--- config.mk ---
export PLATFORM = sky130hd
export DESIGN_NAME = ctrl_seq_unit
export DESIGN_NICKNAME = d
export VERILOG_FILES = /design/src/rtl/ctrl_seq_unit.sv
export SDC_FILE = /design/constraint.sdc
export NUM_CORES = 1
export LEC_CHECK = 0
export ABC_AREA = 0
export CAP_MARGIN = 20
export CORE_MARGIN = 3
export CORE_UTILIZATION = 36
export CTS_CLUSTER_DIAMETER = 100
export DETAILED_ROUTE_END_ITERATION = 16
export PLACE_DENSITY_LB_ADDON = 0.1
export SYNTH_ARGS = -nofsm -noshare
export SYNTH_HDL_FRONTEND = slang
export SYNTH_SLANG_ARGS = --single-unit
export TNS_END_PERCENT = 50
--- constraint.sdc ---
create_clock -name clk -period 4.2 [get_ports clk]
set_clock_uncertainty 0.2 [all_clocks]
set_input_delay 0.84 -clock clk [delete_from_list [all_inputs] [get_ports clk]]
set_output_delay 0.84 -clock clk [all_outputs]
set_load 0.01 [all_outputs]
--- src/rtl/ctrl_seq_unit.sv ---
// ctrl_seq_unit -- CPU control sequencer.
// Decodes the current instruction and stored ALU flags into the datapath
// strobes: register, ALU, IP/DP swap and memory. Memory cycles wait on mem_rdy.
// Optional feature macro: CTRL_SEQ_WAIT_TIMEOUT_EN. When it is defined, a
// memory access that stalls for MAX_WAIT cycles raises a sticky bus_err and
// parks the sequencer in HALT. Without the macro, waits are unbounded and
// bus_err is tied low.
module ctrl_seq_unit #(
   parameter int IR_W     = 8,
   parameter int SEL_W    = 2,
   parameter int MAX_WAIT = 7
) (
   input  logic                    clk,
   input  logic                    rst,
   input  logic [IR_W-1:0]         ir,
   input  logic [(2**SEL_W)-1:0]   flags,
   input  logic                    mem_rdy,
   output logic                    oe_mem,
   output logic                    we_mem,
   output logic                    we_ir,
   output logic                    inc_ip,
   output logic                    addr_dp,
   output logic                    p_selector,
   output logic [(2**SEL_W)-1:0]   we_reg,
   output logic [(2**SEL_W)-1:0]   oe_reg_alu,
   output logic [(2**SEL_W)-1:0]   oe_reg_d,
   output logic                    oe_alu_di,
   output logic                    we_flags,
   output logic                    bus_err
);

   localparam int NREGS = 2**SEL_W;
   localparam int T     = IR_W - 1;

   typedef enum logic [1:0] {
      S_FETCH = 2'd0,
      S_EXEC  = 2'd1,
      S_IMM   = 2'd2,
      S_HALT  = 2'd3
   } state_t;

   // Reject parameter sets that the instruction layout cannot hold.
   if (IR_W < SEL_W + 6) begin : g_bad_ir_w
      $error("ctrl_seq_unit: IR_W must be >= SEL_W+6");
   end
   if (MAX_WAIT < 1) begin : g_bad_max_wait
      $error("ctrl_seq_unit: MAX_WAIT must be >= 1");
   end

   // One-hot select of a register or flag index.
   function automatic logic [NREGS-1:0] onehot(input logic [SEL_W-1:0] idx);
      logic [NREGS-1:0] v;
      v      = '0;
      v[idx] = 1'b1;
      return v;
   endfunction

   state_t            r_state;
   state_t            w_state_nxt;
   logic              r_psel;
   logic              w_psel_tgl;
   logic              w_timeout;

   // Instruction decode.
   logic              w_is_alu;
   logic              w_is_jmp;
   logic              w_is_ldi;
   logic              w_is_st;
   logic              w_is_ld;
   logic [3:0]        w_op;
   logic              w_dir;
   logic              w_uncond;
   logic              w_invert;
   logic [SEL_W-1:0]  w_idx;
   logic              w_take;

   assign w_is_alu = ~ir[T];
   assign w_is_jmp = ir[T] &  ir[T-1];
   assign w_is_ldi = ir[T] & ~ir[T-1] &  ir[T-2];
   assign w_is_st  = ir[T] & ~ir[T-1] & ~ir[T-2] &  ir[T-3];
   assign w_is_ld  = ir[T] & ~ir[T-1] & ~ir[T-2] & ~ir[T-3];
   assign w_op     = ir[T-1:T-4];
   assign w_dir    = ir[SEL_W];
   assign w_invert = ir[SEL_W];
   assign w_uncond = ir[SEL_W+1];
   assign w_idx    = ir[SEL_W-1:0];
   assign w_take   = w_uncond | (flags[w_idx] ^ w_invert);

`ifdef CTRL_SEQ_WAIT_TIMEOUT_EN
   localparam int CNT_W = $clog2(MAX_WAIT + 1);

   logic              w_access;
   logic              w_stall;
   logic [CNT_W-1:0]  r_wait_cnt;
   logic              r_bus_err;

   // A cycle is an access whenever the bus is being used for memory.
   assign w_access = (r_state == S_FETCH) || (r_state == S_IMM) ||
                     ((r_state == S_EXEC) && (w_is_ld || w_is_st));
   assign w_stall   = w_access & ~mem_rdy;
   assign w_timeout = w_stall && (r_wait_cnt == CNT_W'(MAX_WAIT - 1));

   // Stall counter: counts stalled cycles; any non-stalled cycle clears it,
   // so every new access starts from zero. bus_err is sticky until reset.
   always_ff @(posedge clk or posedge rst) begin
      if (rst) begin
         r_wait_cnt <= '0;
         r_bus_err  <= 1'b0;
      end else begin
         if (w_stall && !w_timeout) begin
            r_wait_cnt <= r_wait_cnt + CNT_W'(1);
         end else begin
            r_wait_cnt <= '0;
         end
         if (w_timeout) begin
            r_bus_err <= 1'b1;
         end else begin
            r_bus_err <= r_bus_err;
         end
      end
   end

   assign bus_err = r_bus_err;
`else
   assign w_timeout = 1'b0;
   assign bus_err   = 1'b0;
`endif

   // State register and IP/DP swap flag.
   always_ff @(posedge clk or posedge rst) begin
      if (rst) begin
         r_state <= S_FETCH;
         r_psel  <= 1'b0;
      end else begin
         r_state <= w_state_nxt;
         if (w_psel_tgl) begin
            r_psel <= ~r_psel;
         end else begin
            r_psel <= r_psel;
         end
      end
   end

   assign p_selector = r_psel;

   // Next-state and strobe decode; every strobe is held low during reset.
   always_comb begin
      oe_mem      = 1'b0;
      we_mem      = 1'b0;
      we_ir       = 1'b0;
      inc_ip      = 1'b0;
      addr_dp     = 1'b0;
      we_reg      = '0;
      oe_reg_alu  = '0;
      oe_reg_d    = '0;
      oe_alu_di   = 1'b0;
      we_flags    = 1'b0;
      w_psel_tgl  = 1'b0;
      w_state_nxt = r_state;
      if (rst) begin
         w_state_nxt = S_FETCH;
      end else begin
         case (r_state)
            S_FETCH: begin
               oe_mem  = 1'b1;
               addr_dp = 1'b0;
               if (mem_rdy) begin
                  we_ir       = 1'b1;
                  inc_ip      = 1'b1;
                  w_state_nxt = S_EXEC;
               end else if (w_timeout) begin
                  w_state_nxt = S_HALT;
               end else begin
                  w_state_nxt = S_FETCH;
               end
            end
            S_EXEC: begin
               if (w_is_alu) begin
                  oe_reg_alu = onehot(w_idx);
                  oe_alu_di  = 1'b1;
                  if (w_dir) begin
                     we_reg = onehot(w_idx);
                  end else begin
                     we_reg = onehot('0);
                  end
                  if (w_op == 4'b1000) begin
                     we_flags = 1'b0;
                  end else begin
                     we_flags = 1'b1;
                  end
                  w_state_nxt = S_FETCH;
               end else if (w_is_jmp) begin
                  w_psel_tgl  = w_take;
                  w_state_nxt = S_FETCH;
               end else if (w_is_ldi) begin
                  w_state_nxt = S_IMM;
               end else if (w_is_st) begin
                  addr_dp  = 1'b1;
                  oe_reg_d = onehot(w_idx);
                  we_mem   = 1'b1;
                  if (mem_rdy) begin
                     w_state_nxt = S_FETCH;
                  end else if (w_timeout) begin
                     w_state_nxt = S_HALT;
                  end else begin
                     w_state_nxt = S_EXEC;
                  end
               end else begin
                  addr_dp = 1'b1;
                  oe_mem  = 1'b1;
                  if (mem_rdy) begin
                     we_reg      = onehot(w_idx);
                     w_state_nxt = S_FETCH;
                  end else if (w_timeout) begin
                     w_state_nxt = S_HALT;
                  end else begin
                     w_state_nxt = S_EXEC;
                  end
               end
            end
            S_IMM: begin
               oe_mem  = 1'b1;
               addr_dp = 1'b0;
               if (mem_rdy) begin
                  we_reg      = onehot(w_idx);
                  inc_ip      = 1'b1;
                  w_state_nxt = S_FETCH;
               end else if (w_timeout) begin
                  w_state_nxt = S_HALT;
               end else begin
                  w_state_nxt = S_IMM;
               end
            end
            S_HALT: begin
               w_state_nxt = S_HALT;
            end
            default: begin
               w_state_nxt = S_FETCH;
            end
         endcase
      end
   end

endmodule

==> results of run 1 <==
==> worst max-delay path: stages <==
cell             delay (ns)
clkdlybuf4s50_1        0.54
nand4bb_1              0.24
o21bai_1               0.23
a32oi_1                0.12
nor3b_1                0.23
clkdlybuf4s50_1        0.57
==> cells by family after synthesis <==
| group | after synthesis |
|---|---|
| simple gates | 34 |
| buf+inv | 11 |
| compound gates | 9 |
| fa+ha+maj | 5 |
| mux | 3 |
| flops | 3 |
| xor+xnor | 2 |
| other cells | 1 |
==> cells in the final DEF (no fill, tap or decap) <==
master,netlist,layout
a32oi_1,1,1
nand4bb_1,1,1
conb_1,1,1
a211oi_1,2,2
nand4b_1,1,1
dfrtp_1,3,3
clkbuf_1,0,1
inv_2,1,1
nand2_1,4,4
and4_1,1,1
a21oi_1,2,2
ha_1,5,5
nand2b_1,2,2
o311ai_2,1,1
clkbuf_4,0,3
o21a_1,1,1
mux2i_1,3,3
nand3_1,1,1
nor3b_1,4,4
nor3_1,5,5
and3_1,1,1
xnor2_1,2,2
nor4b_1,1,1
nor3_2,1,1
inv_1,7,7
or3b_4,1,1
nor2_1,10,10
clkdlybuf4s50_1,0,34
o22ai_1,1,1
nor2b_1,1,1
o21bai_1,1,1
==> stage by stage <==
step | hold slack [ns] | cells | power, mW | setup slack (ns) | util [%]
2_1_floorplan | 0.307 | 68 | 0.0706 | 1.43 | -
3_3_place_gp | 0.261 | 113 | 0.105 | 0.449 | 69.4
3_5_place_dp | 0.265 | 113 | 0.106 | 0.413 | 69.4
4_1_cts | 0.275 | 117 | 0.159 | 0.402 | 71.6
5_1_grt | 0.307 | 117 | 0.168 | 0.242 | 71.6
6_report | 0.269 | 117 | 0.155 | 0.387 | 71.6
==> registers in the layout, indices dropped and copies added, names as in the netlist <==
signal and flops:
p_selector 1, r_state 2
==> final timing paths <==
check	slack, ns	cells past startpoint	endpoint	start
setup / recovery	0.39	6	we_reg[3]	ir[7]
hold / removal	0.27	1	p_selector	p_selector
setup reg to reg	2.52	6	r_state[0]	r_state[1]
hold reg to reg	0.27	1	p_selector	p_selector
max in group asynchronous	2.80	2	r_state[0]	rst
min in group asynchronous	0.82	2	r_state[1]	rst
==> where the power goes <==
| part | internal, mW | total, mW | switching (mW) |
|---|---|---|---|
| clock network | 0.0356 | 0.0500 | 0.0144 |
| logic | 0.0378 | 0.0663 | 0.0285 |
| registers | 0.0347 | 0.0392 | 0.00444 |
==> per-layer routing <==
metal | part of all wire, % | GRT usage, %
met1 | 48 | 24.9
met2 | 48 | 24.7
met3 | 3.8 | 0.830
met4 | 0 | 7.23
met5 | 0 | 0
==> cell usage after synthesis (all sizes together) (2+ instances only) <==
cell type	number	area (um^2)
nand2	4	15.0
nor3b	4	30.0
dfrtp	3	75.1
ha	5	62.6
a21oi	2	10.0
nand2b	2	12.5
inv	8	30.0
nor3	6	35.0
xnor2	2	17.5
nor2	10	37.5
mux2i	3	30.0
buf	3	26.3
a211oi	2	15.0
==> final cells by class <==
type | count | area share (%)
multi-input combinational | 54 | 43.8
clock buffer | 4 | 3.02
tap | 14 | 2.01
timing repair buffer | 34 | 39.1
sequential | 3 | 8.62
inverter | 8 | 3.45
==> summary.md, run 1 <==
| Metric | Value |
|---|---|
| Syn Std Cell Area | `~510 um^2` |
| Final #Nets | `124` |
| Xor and xnor area share after synthesis | `between 3 and 4%` |
| Post-DRT Antenna Nets | `0` |
| Worst VDD drop | `0.0713 mV` |
| Compound-cell area share of the yosys netlist | `13.9%` |
| Die Area | `0.00191 mm^2` |
| Commonest register cell after synthesis | `dfrtp_1` |
| FF+latch count, synth | `3` |
| Max Root-Sink Buffers | `2` |
| Minimum clock period after layout | `3.81 ns` |
| Power Dens Cells | `179 mW/mm^2` |
| H-tree depth | `1` |
| Crit path capture type | `output port` |
| Synth Net Count | `88` |
| CTS Buf Count | `3` |
| # IOs | `36` |
| Post-Syn Area per Cell | `~7.5 um^2` |
| Initial antenna violation count | `0` |
| EDFF count, synth | `0` |
| Clock Latency Late Sink | `roughly 0.23 ns` |
| Critical path data required time | `3.16 ns` |
| Clock transition at path regs | `0.04 ns` |
| CP Max Fanout | `5` |
| Initial Util | `42.2%` |
| Max_cap viols | `0` |
| GP Congestion | `just over 0.8` |
| Root Driver | `clkbuf_4` |
| Post-CTS Setup Inserts | `0` |
| WL per Instance | `12.8 um` |
| Syn Inst Count | `68` |
| Simple-Gate Fraction of Synth Area | `38.3%` |
| Vias | `a little under 600` |
| # hold bufs at CTS | `0` |
| Largest net degree at the start of global routing | `9` |
| Async SR Flop Fraction | `100%` |
| Synth cell types | `30` |
| Ant. Diodes | `0` |
| DRC viols | `0` |
| TNS Setup | `0 ns` |
| Vias in the first global route | `589` |
| Clk sinks | `3` |
| Chip Height | `43.8 um` |
| Dpl cell area | `845 um^2` |
| CTS tree | `done` |
| Final hold viol count | `0` |
| Seq/Total Area, Yosys | `14.6%` |
| RSZ-0062 raised after global routing | `no` |
| Yosys warns | `0` |
| Pins Over Slew Limit | `0` |
| Area grow syn2layout | `69.8%` |
| Fmax | `262 MHz` |
| Overflow after GRT | `0` |
| Die X | `43.8 um` |
| Vias per inst | `approximately 5` |
| Starting DRT DRC Count | `8` |
| CP arrival | `2.77 ns` |
| Core box area | `0.00122 mm^2` |
| Ratio of cells with drive above 1 in the final layout | `~6.8%` |
| Crit start category | `input pin` |
| Main combinational cell family by area after synthesis | `simple AND/OR/NAND/NOR gates` |
| TritonRoute pass-1 iters | `2` |
| Count of final setup violators | `0` |
| Post_cts resized | `0` |
| I/O Buffers | `34` |
| Total GRT Usage | `16.8%` |
| Crit Path Category | `input pin to output port` |
| Register Area | `75.1 um^2` |
| Final instance area | `871 um^2` |
| Post-synthesis mux area share | `slightly below 6%` |
| Area of the multi-input gates | `382 um^2` |
| Worst Hold Class | `flip-flop to flip-flop` |
| First-pass GRT wire length | `2550 um` |
| Static Leak | `around 0.35 nW` |
| Row cnt | `12` |
| Status | `completed` |
| WL final | `1500 um` |
| Fillers | `about 120` |
| Synth Area in Adders | `between 10% and 20%` |
| Hpwl dp | `1200 um` |
| Final period utilization | `90.8%` |
Power figures use the tool's default switching activity.
==> run 2, diff against run 1 <==
--- a/config.mk
+++ b/config.mk
@@ -6,7 +6,7 @@
 export NUM_CORES = 1
 export LEC_CHECK = 0
 export ABC_AREA = 0
-export CAP_MARGIN = 20
+export CAP_MARGIN = 0
 export CORE_MARGIN = 3
 export CORE_UTILIZATION = 36
 export CTS_CLUSTER_DIAMETER = 100
==> results of run 2 <==
No change in the layout: final DEF, timing and power equal those of run 1.
==> run 3, diff against run 2 <==
--- a/config.mk
+++ b/config.mk
@@ -11,7 +11,10 @@
 export CORE_UTILIZATION = 36
 export CTS_CLUSTER_DIAMETER = 100
 export DETAILED_ROUTE_END_ITERATION = 16
+export GPL_TIMING_DRIVEN = 0
 export PLACE_DENSITY_LB_ADDON = 0.1
+export REMOVE_ABC_BUFFERS = 1
+export SKIP_CTS_REPAIR_TIMING = 1
 export SYNTH_ARGS = -nofsm -noshare
 export SYNTH_HDL_FRONTEND = slang
 export SYNTH_SLANG_ARGS = --single-unit
==> summary.md, run 3 (same netlist as run 1, synthesis figures left out) <==
| Metric | Value |
|---|---|
| Status | `completed (unchanged)` |
| WL final | `1440 um (was 1500 um)` |
| Vias | `605 (was 587)` |
| Worst Setup SP | `ir[5] (was ir[7])` |
| Initial antenna violation count | `0 (unchanged)` |
| Crit Path Category | `input pin to output port (unchanged)` |
| Fmax | `264 MHz (was 262 MHz)` |
| Die X | `43.8 um (unchanged)` |
| Worst R2R Start | `r_state[1] (unchanged)` |
| Core box area | `0.00122 mm^2 (unchanged)` |
| Setup slack, reg-to-reg | `2.57 ns (was 2.52 ns)` |
| Row cnt | `12 (unchanged)` |
| CP Max Fanout | `5 (unchanged)` |
| Dpl cell area | `845 um^2 (unchanged)` |
| Overall power | `156 uW (was 155 uW)` |
| Vias in the first global route | `522 (was 589)` |
| TNS Setup | `0 ns (unchanged)` |
| Crit start category | `input pin (unchanged)` |
| Area grow syn2layout | `69.8% (unchanged)` |
| Most flops, register | `r_state (unchanged)` |
| CP arrival | `2.74 ns (was 2.77 ns)` |
| CP max-delay cell | `clkdlybuf4s50_1 (unchanged)` |
| CTS Buf Count | `3 (unchanged)` |
| Overflow after GRT | `0 (unchanged)` |
| Root Driver | `clkbuf_4 (unchanged)` |
| # IOs | `36 (unchanged)` |
| Max FFs per register | `2 (unchanged)` |
| Minimum clock period after layout | `3.78 ns (was 3.81 ns)` |
| Clk sinks | `3 (unchanged)` |
| Max_cap viols | `0 (unchanged)` |
| Final hold viol count | `0 (unchanged)` |
| Post-DRT Antenna Nets | `0 (unchanged)` |
| Most frequent cells in the layout | `clkdlybuf4s50_1, nor2_1, inv_1 (unchanged)` |
| First-pass GRT wire length | `2210 um (was 2550 um)` |
| Chip Height | `43.8 um (unchanged)` |
| Worst hold stages | `1 (unchanged)` |
| CTS tree | `done (unchanged)` |
| GP Congestion | `0.765 (was 0.817)` |
| I/O Buffers | `34 (unchanged)` |
| CP most frequent cell | `clkdlybuf4s50_1 (unchanged)` |
| Count of final setup violators | `0 (unchanged)` |
| Largest net degree at the start of global routing | `9 (unchanged)` |
| Static Leak | `0.350 nW (unchanged)` |
| H-tree depth | `1 (unchanged)` |
| RSZ-0062 raised after global routing | `no (unchanged)` |
| WL per Instance | `12.3 um (was 12.8 um)` |
| Crit path capture type | `output port (unchanged)` |
| Clock Latency Late Sink | `0.23 ns (about the same)` |
| Max Root-Sink Buffers | `2 (unchanged)` |
| Crit-path cells | `clkdlybuf4s50_1 > nand4bb_1 > o21bai_1 > a32oi_1 > nor3b_1 > clkdlybuf4s50_1 (unchanged)` |
| Final #Nets | `124 (unchanged)` |
| Vias per inst | `5.17 (was 5.02)` |
| Final period utilization | `90.1% (was 90.8%)` |
| Critical path data required time | `3.16 ns (about the same)` |
| Worst Hold Class | `flip-flop to flip-flop (unchanged)` |
| Initial Util | `42.2% (unchanged)` |
| Reg2reg end | `r_state[0] (unchanged)` |
| Die Area | `0.00191 mm^2 (unchanged)` |
| Hpwl dp | `1170 um (was 1200 um)` |
| Pins Over Slew Limit | `0 (unchanged)` |
| Setup ws final | `0.417 ns (was 0.387 ns)` |
| TritonRoute pass-1 iters | `4 (was 2)` |
| Ratio of cells with drive above 1 in the final layout | `6.80% (unchanged)` |
| R2R depth | `6 (unchanged)` |
| Largest stage delay on the critical path | `0.56 ns (was 0.57 ns)` |
| Total GRT Usage | `14.8% (was 16.8%)` |
| Worst Hold End | `p_selector (unchanged)` |
| DRC viols | `0 (unchanged)` |
| Most common cell after layout, fill and taps aside | `clkdlybuf4s50_1 (unchanged)` |
| Final instance area | `871 um^2 (unchanged)` |
| Worst VDD drop | `0.109 mV (was 0.0713 mV)` |
| Hold Startpoint | `p_selector (unchanged)` |
| Starting DRT DRC Count | `5 (was 8)` |
| Ant. Diodes | `0 (unchanged)` |
| Power Dens Cells | `180 mW/mm^2 (was 179 mW/mm^2)` |
| Dpl ws | `0.420 ns (was 0.413 ns)` |
| Clock transition at path regs | `0.04 ns (about the same)` |
==> run 3: layout make-up <==
cell class	instances	area (um^2)
Inverter	8	30.0
Multi-Input combinational cell	54	382
Clock buffer	4	26.3
Tap cell	14	17.5
Fill cell	92	345
Timing Repair Buffer	34	340
Sequential cell	3	75.1
==> run 3: power breakdown <==
| group | internal (mW) | switching [mW] | total [mW] | leakage (nW) |
|---|---|---|---|---|
| logic | 0.0378 | 0.0282 | 0.0661 | 0.296 |
| clock network | 0.0356 | 0.0155 | 0.0512 | 0.0150 |
| registers | 0.0347 | 0.00442 | 0.0392 | 0.0390 |
==> run 3: critical path: cells and delay by family <==
family / cells / cell delay (ns)
compound gates: 2 / 0.36
simple gates: 2 / 0.52
buf+inv: 2 / 1.01
==> run 3: per-layer routing <==
metal	GRT usage (%)	routed length, um	vias to the layer above
li1	-	-	304
met1	20.8	687	274
met2	23.0	615	27
met3	2.90	134	0
met4	3.61	0	0
met5	0	0	-
==> run 3: per-stage QoR <==
| stage | utilization [%] | std cells | hold slack [ns] |
|---|---|---|---|
| 3_5_place_dp | 69.4 | 113 | 0.267 |
| 6_report | 71.6 | 117 | 0.275 |
| 3_3_place_gp | 69.4 | 113 | 0.264 |
| 4_1_cts | 71.6 | 117 | 0.276 |
| 5_1_grt | 71.6 | 117 | 0.286 |
| 2_1_floorplan | - | 65 | 0.307 |
==> run 3: worst max-delay path by stage <==
stage / end / slack (ns) / cells after the start
floorplan: we_reg[2] / 1.43 / 4
CTS: we_reg[2] / 0.41 / 6
detailed placement: we_reg[2] / 0.42 / 6
finish: we_reg[2] / 0.42 / 6
global placement: oe_reg_d[0] / 0.41 / 5
global route: we_reg[1] / 0.25 / 6
==> RTL edit 1 (config.mk and constraints of run 1) <==
The option `CTRL_SEQ_WAIT_TIMEOUT_EN` is turned on by a define.
--- a/src/rtl/ctrl_seq_unit.sv
+++ b/src/rtl/ctrl_seq_unit.sv
@@ -7,2 +7,4 @@
 // bus_err is tied low.
+`define CTRL_SEQ_WAIT_TIMEOUT_EN
+
 module ctrl_seq_unit #(
Formal check against the unedited RTL: not equivalent (a bounded check fails within 10 cycles, from zero or initial values and one cycle with rst high).
==> RTL edit 1 against run 1 <==
  * Global-route usage shrank 0.55 points
  * Wire length up 20%
  * Area after synthesis is 40% higher
  * Largest power group unchanged
  * Worst setup slack better by 0.082 ns
  * First-iteration DRC count is 50% lower
  * Sequential power increased by 130%
  * Critical endpoint unchanged
  * Sequential cell count increased by 4
  * Total power is 78% higher
  * Final area increased by 28%
  * Largest cell class unchanged
==> RTL edit 1: results (changes against run 1) <==
DRT Wirelength 1801 µm (was 1499 µm); layout cells sized above 1 5.556% (was 6.796%); CP max FO 6 (was 5); status finished, final reports clean (unchanged); setup violators final 0 (unchanged); crit path DAT 2.69 ns (was 2.77 ns); Synth Net Count 113 (was 88); P_leak 0.4599 nW (was 0.3504 nW); Hold WS 0.2564 ns (was 0.2694 ns); Final Net Count 150 (was 124); Gate Count Post-Synth 90 (was 68); first-pass GRT wire length 3174 µm (was 2553 µm); routed via count 721 (was 587); Setup Slack @ Placement 0.4548 ns (was 0.4125 ns); top cells by area, synth dfrtp_1 24%, ha_1 14%, nor2_1 7.3% (was dfrtp_1 15%, ha_1 12%, nor2_1 7.3%); placed inst area 0.001086 mm² (was 844.6 µm²); H-tree levels 1 (unchanged); min-delay src r_wait_cnt[0] (was p_selector); Yosys cell types 25 (was 30); port bufs 35 (was 34); most frequent cells after synthesis 14 x nor2_1, 9 x inv_1, 8 x ha_1, 8 x nand2_1, 7 x dfrtp_1 (was 10 x nor2_1, 7 x inv_1, 5 x ha_1, 5 x nor3_1); vias in the first global route 712 (was 589); Psw 0.09354 mW (was 0.04733 mW); worst vdd ir 0.0001857 V (was 0.00007131 V); hold path endpoint r_wait_cnt[0] (was p_selector); Seq/Total Area, Yosys 24.35% (was 14.63%); GPL Wtd Cong 0.7957 (was 0.8169); R2R Setup Slk 2.36 ns (was 2.52 ns); Total GRT Usage 16.27% (was 16.82%); Starting DRT DRC Count 4 (was 8); Clock Tree Buf Depth 2 (unchanged); DP Wirelength 1533 µm (was 1201 µm); worst skew pair latency 0.25 ns (was 0.23 ns); antenna diode count 0 (unchanged)
-- RTL edit 1: cell type report --
type | count | area (µm²)
Fill cell | 178 | 689.4
Clock buffer | 4 | 26.28
Timing Repair Buffer | 36 | 357.8
Sequential cell | 7 | 175.2
Tap cell | 25 | 31.28
Multi-Input combinational cell | 70 | 488.0
Inverter | 9 | 33.78
-- RTL edit 1: critical path: stages --
cell	delay [ns]
clkdlybuf4s50_1	0.44
nand4bb_4	0.27
o21bai_1	0.19
a2bb2oi_1	0.13
nor3b_1	0.24
clkdlybuf4s50_1	0.58
-- RTL edit 1: kinds of logic (layout without fill, tap and decap cells) --
group	after synthesis	in the layout	synth area share [%]
xor+xnor	3	3	3.653
simple gates	43	43	33.04
buf+inv	13	49	7.826
mux	3	3	4.174
compound gates	13	13	13.04
fa+ha+maj	8	8	13.91
flops	7	7	24.35
-- RTL edit 1: worst max path at each step --
stage                from           to  slack (ns)  cells after the start
finish              ir[5]    we_reg[3]        0.47                      6
global route        ir[5]    we_reg[3]        0.32                      6
CTS                 ir[5]    we_reg[3]        0.44                      6
detailed placement  ir[5]    we_reg[3]        0.45                      6
global placement    ir[5]    we_reg[1]        0.56                      6
floorplan           ir[5]  oe_reg_d[0]        1.44                      4
-- RTL edit 1: power by group through the flow --
stage	clock network, mW	registers, mW	logic [mW]
2_1_floorplan	0	0.0936	0.0732
6_report	0.0586	0.0917	0.127
4_1_cts	0.0615	0.0920	0.128
3_5_place_dp	0	0.0929	0.127
5_1_grt	0.0667	0.0941	0.141
3_3_place_gp	0	0.0928	0.126
-- RTL edit 1: metal layers --
metal  share of wire, %  GRT usage (%)  vias to the layer above  wire, µm
met5                  0              0                        -         0
met1                 47          21.30                      318       844
met4                1.5          5.381                        0        27
met3                4.9          5.045                        4        89
met2                 47          25.22                       24       838
li1                   -              -                      375         -
==> RTL edit 2 (settings of run 1) <==
Without the edit above. Encoding of `state_t`: now one-hot (4 bits for 4 states).
--- a/src/rtl/ctrl_seq_unit.sv
+++ b/src/rtl/ctrl_seq_unit.sv
@@ -34,7 +34,7 @@
 
-   typedef enum logic [1:0] {
-      S_FETCH = 2'd0,
-      S_EXEC  = 2'd1,
-      S_IMM   = 2'd2,
-      S_HALT  = 2'd3
+   typedef enum logic [3:0] {
+      S_FETCH = 4'b0001,
+      S_EXEC  = 4'b0010,
+      S_IMM   = 4'b0100,
+      S_HALT  = 4'b1000
    } state_t;
Formal check against the unedited RTL: no difference found for any inputs over 10 cycles, from zero or initial values and one cycle with rst high; not proved beyond that.
==> RTL edit 2 against run 1 <==
  * Total power increased by 17%
  * Sequential cell count up 2
  * First-iteration DRC count down 25%
  * Register-to-register slack lost 0.33 ns
  * Area after synthesis rose by 5.4%
  * Final area grew 4.5%
  * Wire length up 2.3%
  * Worst setup slack lost 0.10 ns
  * Count of clock-buffer cells in the layout did not move
  * Clock power rose by 13%
  * Synthesized cell count increased by 12%
  * Largest cell class unchanged
==> RTL edit 2: results (changes against run 1) <==
Total GRT Usage 17.35% (was 16.82%); initial antenna violation count 0 (unchanged); CTS root buf clkbuf_4 (unchanged); Synth Net Count 91 (was 88); crit path DAT 2.88 ns (was 2.77 ns); CP max FO 4 (was 5); Setup Buffers After CTS 0 (unchanged); first-pass GRT wire length 2532 µm (was 2553 µm); worst skew pair latency 0.25 ns (was 0.23 ns); worst vdd ir 0.00009722 V (was 0.00007131 V); vias in the first global route 627 (was 589); CTS resizes 0 (unchanged); WL/cell 12.27 µm (was 12.81 µm); Yosys cell types 31 (was 30); status finished, final reports clean (unchanged); antenna diode count 0 (unchanged); Ys Warns 0 (unchanged); Final ANT Viol Nets 0 (unchanged); DP Wirelength 1241 µm (was 1201 µm); Hold WC Path Type register to register (unchanged); H-tree levels 1 (unchanged); largest net degree at the start of global routing 10 (was 9); first-pass detailed-route iteration total 4 (was 2); routed via count 647 (was 587); Starting DRT DRC Count 6 (was 8); Clock Tree Buf Depth 2 (unchanged); Period Utilization, post-route 93.24% (was 90.78%); P_leak 0.3582 nW (was 0.3504 nW); Fill cells 123 (was 119); layout cells sized above 1 8.182% (was 6.796%); Multi-input gate area 371.6 µm² (was 381.6 µm²); Seq/Total Area, Yosys 23.38% (was 14.63%); placed inst area 883.3 µm² (was 844.6 µm²); port bufs 34 (unchanged); most frequent cells after synthesis 11 x nor2_1, 8 x nand2_1, 5 x inv_1, 5 x nor3_1 (was 10 x nor2_1, 7 x inv_1, 5 x ha_1, 5 x nor3_1); Final Net Count 126 (was 124); GPL Wtd Cong 0.7892 (was 0.8169); Setup Slack @ Placement 0.2730 ns (was 0.4125 ns); R2R Setup Slk 2.19 ns (was 2.52 ns); number of flip-flops in the largest register 4 (was 2); top cells by area, synth dfrtp_1 19%, nor2_1 7.6%, mux2i_1 5.6% (was dfrtp_1 15%, ha_1 12%, nor2_1 7.3%)
[RTL edit 2: final timing paths]
kind | cells after the start | start | endpoint
min reg2reg | 1 | p_selector | p_selector
min | 1 | p_selector | p_selector
max in group asynchronous | 2 | rst | r_state[0]
max reg2reg | 4 | r_state[2] | r_state[1]
max | 7 | ir[6] | we_reg[0]
min in group asynchronous | 2 | rst | r_state[3]
[RTL edit 2: metrics by stage]
stage	instances	power, mW	hold slack [ns]
after floorplan	76	0.09308	0.3084
after global placement	121	0.1261	0.2644
after detailed placement	121	0.1271	0.2823
after CTS	125	0.1858	0.2873
after global routing	125	0.1936	0.3045
final	125	0.1827	0.2807
[RTL edit 2: layout make-up]
| class | count | area share, % |
|---|---|---|
| clock buffer | 4 | 2.889 |
| inverter | 5 | 2.063 |
| multi-input combinational | 61 | 40.85 |
| sequential | 5 | 13.89 |
| tap | 15 | 2.063 |
| timing repair buffer | 35 | 38.24 |
[RTL edit 2: logic make-up (layout without fill, tap and decap cells)]
logic type	count (synthesis)	after routing	synth area share, %
xor+xnor	4	4	6.483
flops	5	5	23.38
compound gates	14	14	17.83
simple gates	39	39	38.20
other cells	1	1	0.6938
mux	3	3	5.556
buf+inv	10	44	7.870
[RTL edit 2: worst max-delay path: stages]
cell	delay, ns
clkdlybuf4s50_1	0.45
nand2b_1	0.18
or3_4	0.35
o21ai_2	0.13
inv_1	0.07
o41ai_2	0.26
clkdlybuf4s50_1	0.59
[RTL edit 2: metal layers]
| metal | global-route usage (%) | wire [µm] | vias to the layer above |
|---|---|---|---|
| li1 | - | - | 330 |
| met1 | 20.48 | 694 | 293 |
| met2 | 27.22 | 707 | 22 |
| met3 | 5.179 | 106 | 2 |
| met4 | 10.84 | 26 | 0 |
| met5 | 0 | 0 | - |
[RTL edit 2: power breakdown]
group	internal (mW)	leakage (nW)	total [mW]	switching, mW
Clock	0.0360	0.0150	0.0566	0.0206
Combinational	0.0365	0.278	0.0662	0.0297
Sequential	0.0549	0.0651	0.0599	0.00507
